File: config.mk
export PLATFORM = sky130hd
export DESIGN_NAME = prog_sequencer
export DESIGN_NICKNAME = d
export VERILOG_FILES = /design/src/rtl/prog_sequencer.sv
export SDC_FILE = /design/constraint.sdc
export NUM_CORES = 1
export LEC_CHECK = 0
export ABC_AREA = 1
export CAP_MARGIN = 20
export CORE_MARGIN = 4
export CORE_UTILIZATION = 53
export DETAILED_ROUTE_END_ITERATION = 7
export GPL_TIMING_DRIVEN = 0
export PLACE_DENSITY = 0.79
export SLEW_MARGIN = 20
export SYNTH_ARGS = -nofsm -noshare
export SYNTH_HDL_FRONTEND = slang
export SYNTH_SLANG_ARGS = --single-unit
File: constraint.sdc
create_clock -name clk -period 2.83 [get_ports clk]
set_clock_uncertainty 0.15 [all_clocks]
set_input_delay 0.849 -clock clk [delete_from_list [all_inputs] [get_ports clk]]
set_output_delay 0.849 -clock clk [all_outputs]
set_load 0.1 [all_outputs]
File: src/rtl/prog_sequencer.sv
// Run controller: launches a program from a host-written start-address table,
// enables the core until halt or watchdog, then reports completion.
//
// state  | meaning
// IDLE   | waiting for req
// LOAD   | pulse pc_start with the selected start address
// RUN    | core enabled, counting cycles until halt or watchdog
// DONE   | one-cycle completion pulse
module prog_sequencer #(
    parameter int          instr_width = 9,
    parameter int          idx_width   = 2,
    parameter int          cycle_width = 16,
    parameter int unsigned timeout     = 32'hFFFF
) (
    input  logic                   clk,
    input  logic                   reset,
    input  logic                   cfg_we,
    input  logic [idx_width-1:0]   cfg_idx,
    input  logic [instr_width-1:0] cfg_addr,
    input  logic                   req,
    input  logic [idx_width-1:0]   req_idx,
    input  logic                   halt,
    output logic                   busy,
    output logic                   done,
    output logic                   timed_out,
    output logic [cycle_width-1:0] cycle_count,
    output logic                   pc_start,
    output logic [instr_width-1:0] pc_start_addr,
    output logic                   core_en
);

    localparam int                   DEPTH     = 2 ** idx_width;
    localparam logic [cycle_width-1:0] TIMEOUT_C = cycle_width'(timeout);

    typedef enum logic [1:0] {
        S_IDLE = 2'd0,
        S_LOAD = 2'd1,
        S_RUN  = 2'd2,
        S_DONE = 2'd3
    } state_t;

    state_t                   state_q, state_d;
    logic [idx_width-1:0]     idx_q, idx_d;
    logic [cycle_width-1:0]   cycle_count_q, cycle_count_d;
    logic                     timed_out_q, timed_out_d;
    logic [instr_width-1:0]   tbl_q [DEPTH];
    logic [instr_width-1:0]   tbl_d [DEPTH];
    logic [cycle_width-1:0]   cycle_inc;

    assign cycle_inc = cycle_count_q + cycle_width'(1);

    always_ff @(posedge clk or posedge reset) begin
        if (reset) begin
            state_q       <= S_IDLE;
            idx_q         <= '0;
            cycle_count_q <= '0;
            timed_out_q   <= 1'b0;
            for (int i = 0; i < DEPTH; i++) begin
                tbl_q[i] <= '0;
            end
        end else begin
            state_q       <= state_d;
            idx_q         <= idx_d;
            cycle_count_q <= cycle_count_d;
            timed_out_q   <= timed_out_d;
            for (int i = 0; i < DEPTH; i++) begin
                tbl_q[i] <= tbl_d[i];
            end
        end
    end

    // Table writes are accepted in every state; LOAD reads tbl_q, so a write
    // landing on the IDLE->LOAD edge is visible, one issued during LOAD is not.
    always_comb begin
        for (int i = 0; i < DEPTH; i++) begin
            tbl_d[i] = tbl_q[i];
        end
        if (cfg_we) begin
            tbl_d[cfg_idx] = cfg_addr;
        end
    end

    always_comb begin
        state_d       = state_q;
        idx_d         = idx_q;
        cycle_count_d = cycle_count_q;
        timed_out_d   = timed_out_q;
        case (state_q)
            S_IDLE: begin
                if (req) begin
                    idx_d   = req_idx;
                    state_d = S_LOAD;
                end
            end
            S_LOAD: begin
                cycle_count_d = '0;
                timed_out_d   = 1'b0;
                state_d       = S_RUN;
            end
            S_RUN: begin
                cycle_count_d = cycle_inc;
                // halt takes priority over a watchdog hit on the same cycle
                if (halt) begin
                    state_d = S_DONE;
                end else if (cycle_inc == TIMEOUT_C) begin
                    state_d     = S_DONE;
                    timed_out_d = 1'b1;
                end
            end
            S_DONE: begin
                state_d = S_IDLE;
            end
            default: begin
                state_d = S_IDLE;
            end
        endcase
    end

    always_comb begin
        busy          = 1'b1;
        done          = 1'b0;
        pc_start      = 1'b0;
        pc_start_addr = '0;
        core_en       = 1'b0;
        case (state_q)
            S_IDLE: busy = 1'b0;
            S_LOAD: begin
                pc_start      = 1'b1;
                pc_start_addr = tbl_q[idx_q];
            end
            S_RUN:  core_en = 1'b1;
            S_DONE: done = 1'b1;
            default: busy = 1'b0;
        endcase
    end

    assign timed_out   = timed_out_q;
    assign cycle_count = cycle_count_q;

endmodule

==> results of run 1 <==
-- timing repair --
item | CTS | global route
pin swaps | 0 | 0
buffers inserted | 0 | 2
gates resized for setup | 106 | 3
endpoints found under the setup margin | 30 | 9
-- cells by family after synthesis --
kind of cell | synth area share
flops | 0.4831
simple gates | 0.2648
buf+inv | 0.06652
xor+xnor | 0.008477
fa+ha+maj | 0.02966
compound gates | 0.1475
-- state kept, by name, summed over array words and instances (netlist names) --
signal / flops
tbl_q: 36
cycle_count: 16
idx_q: 2
state_q: 2
timed_out: 1
-- power by group through the flow --
stage          registers (mW)  logic [mW]  clock network (mW)
2_1_floorplan            1.11        1.33                   0
3_3_place_gp             1.03        1.79                   0
3_5_place_dp             1.04        1.81                   0
4_1_cts                  1.08        1.80               0.816
5_1_grt                  1.09        1.96               0.854
6_report                 1.08        1.83               0.810
-- layout by cell type (no fill, tap or decap), drive strengths merged, types with 11 or more instances in the layout --
cell type      netlist  routed
o21ai               62      62
dfrtp               57      57
dlygate4sd2          0      17
clkbuf               9      20
nand2               92      92
nor2                59      59
buf                  2      14
a21oi               11      11
nand3               22      22
inv                 38      39
clkdlybuf4s50        0      17
-- routing by layer --
layer / track usage / part of all wire / vias to the layer above
met5: 0 / 0 / -
met4: 0.1111 / 0.014 / 0
met3: 0.05315 / 0.072 / 10
met2: 0.3998 / 0.46 / 115
met1: 0.3681 / 0.45 / 1357
li1: - / - / 1357
-- per-stage QoR --
stage               instances  area (um^2)  TNS [ns]  total power, mW  hold WS (ns)
detailed placement        500         3628    -9.601            2.847        0.3178
CTS                       514         3857         0            3.696        0.3334
finish                    516         3870         0            3.723        0.3324
global placement          500         3626    -43.53            2.819        0.3111
floorplan                 383         3068         0            2.437        0.2978
global route              516         3870         0            3.904        0.3488
-- area by class of cell --
| cell class | instances | area (um^2) | share of cell area |
|---|---|---|---|
| timing repair buffer | 49 | 479.2 | 0.1238 |
| tap | 70 | 87.58 | 0.02263 |
| clock inverter | 4 | 50.05 | 0.01293 |
| sequential | 57 | 1429 | 0.3692 |
| inverter | 41 | 166.4 | 0.04300 |
| multi-input combinational | 274 | 1444 | 0.3731 |
| clock buffer | 12 | 165.2 | 0.04268 |
| buffer | 9 | 48.80 | 0.01261 |
-- worst max-delay path by stage --
stage	start	endpoint	slack [ns]	cells after the start
final	cycle_count[2]	cycle_count[2]	0.09	1
after detailed placement	idx_q[1]	pc_start_addr[6]	-1.05	6
after floorplan	state_q[1]	pc_start_addr[0]	0.007	4
after CTS	state_q[0]	done	0.02	2
after global placement	idx_q[1]	pc_start_addr[6]	-1.02	6
after global routing	state_q[0]	busy	0.02	4
==> flow_metrics.py, run 1 <==
metrics = {
    "power_and_ir_drop": {
        "p_int_mw": 1.898,
        "swShare": 0.4902,
        "clkPwrFrac": 0.218,
        "seqPwrFrac": 0.290,
        "combinationalPowerShare": 0.493,
        "p_sw_mw": 1.825,
        "power_leakage_nw": 1.774,
        "vdd_drop_max_mv": 0.8053,
        "power_density_mw_per_mm2": 961.9,
    },
    "setup_path": {
        "cp_top_family": "buffers and inverters",
        "cp.arrival_ns": 1.74,
        "reg2reg_from": "cycle_count[1]",
        "startpoint_type": "flip-flop",
        "worstSetupPathType": "flip-flop to primary output",
        "cp_num_buf_inv": 1,
        "cp_slowest_cell": "dlygate4sd2_1",
        "crit_path_end_kind": "primary output",
        "cp_max_fo": 7,
        "rr_worst_depth": 14,
        "crit_chain": "dlygate4sd2_1",
        "crit_path_max_incr_delay_ns": 0.90,
        "r2r_end": "state_q[1]",
        "cp.required_ns": 1.83,
        "r2r_slack_ns": 0.68,
    },
    "grt": {
        "grt_pass1_wl_um": 13370,
        "grt_overflow": 0,
        "grt_use_total": 0.2637,
        "grt_max_degree": 58,
        "antenna_found_initial": 0,
        "grt_pass1_vias": 2798,
    },
    "yosys": {
        "seq_area_frac_synth": 0.4831,
        "syn-num-nets": 408,
        "synth_top_cell_by_area": "dfrtp_1",
        "synthArstFlopShare": 1.000,
        "syn_inst": 383,
        "netlist-cell-type-count": 25,
        "ys_ff_latch": 57,
        "synth_top_area_share": 0.4831,
        "yosysMostFrequentCell": "nand2_1",
        "synth.area.top_cells": "dfrtp_1, nand2_1, o21ai_0",
        "yosys_warnings": 0,
        "synth-main-ff-cell": "dfrtp_1",
        "syn_avg_cell_area_um2": 7.710,
        "synth_edf_count": 0,
        "synth_common_cells": "nand2_1, o21ai_0, dfrtp_1, nor2_1, inv_1",
        "syn_area_mm2": 0.002953,
    },
    "timing": {
        "min_period_ns": 2.740,
        "fin_crit_sh": 0.9681,
        "max_slew.worst_pin.slew_ns": 0.9597,
        "rsz0062_at_grt": "no",
        "slew_headroom": 0.3627,
        "hold_viol": 0,
        "fmax_ghz": 0.3650,
        "finalSetupViolCount": 0,
        "maxSlewViolCount": 0,
        "worst_slack_ns": 0.09016,
    },
    "clocking": {
        "cts_sinks": 57,
        "cts_buffers": 9,
        "cts.path.max_buffers": 2,
        "cts_root_buffer": "clkbuf_8",
        "htree_levels": 3,
        "clock_latency_ns": 0.34,
        "clk_pin_slew_ns": 0.07,
        "cts_hold_buf": 0,
        "tritoncts": "built",
    },
    "cells_and_area": {
        "drive_gt1_frac": 0.1547,
        "n_antenna_cell": 0,
        "nFillCells": 399,
        "final_util": 0.7389,
        "area_growth_pct": 31.06,
        "final_nets": 466,
    },
    "detailed_routing": {
        "wl_per_cell_um": 15.28,
        "drc": 0,
        "vias_per_cell": 5.502,
        "ant_nets": 0,
        "wl_um": 7883,
        "drt_iter0_drc": 267,
        "firstDrtPassIters": 4,
        "dr_total_vias": 2839,
    },
    "die": {
        "coreArea_mm2": 0.005238,
        "die-width_um": 82.64,
        "rows": 26,
        "fp.dieH_um": 82.64,
        "initial_core_util": 0.5638,
        "die_area_mm2": 0.006829,
        "num_io_pins": 48,
    },
    "placement": {
        "post-dp-hpwl_um": 5296,
        "dp_slack_ns": -1.052,
        "io_buffers": 47,
        "gp_congestion": 0.8776,
    },
    "run_status": {
        "status": "complete, no violations",
    },
    "worst_hold_path": {
        "worstHoldPathCells": 2,
        "worstHoldPathType": "flip-flop to flip-flop",
        "hold_start": "tbl_q[31]",
        "holdPathEnd": "tbl_q[31]",
    },
    "flow_run": {
        "maxCapViolCount": 0,
    },
}
(Power assumes the default switching activity.)
==> run 2: changes to the inputs <==
- GPL_ROUTABILITY_DRIVEN: unset -> 1
==> results of run 2 <==
Final layout, timing and power as in run 1 (identical DEF).
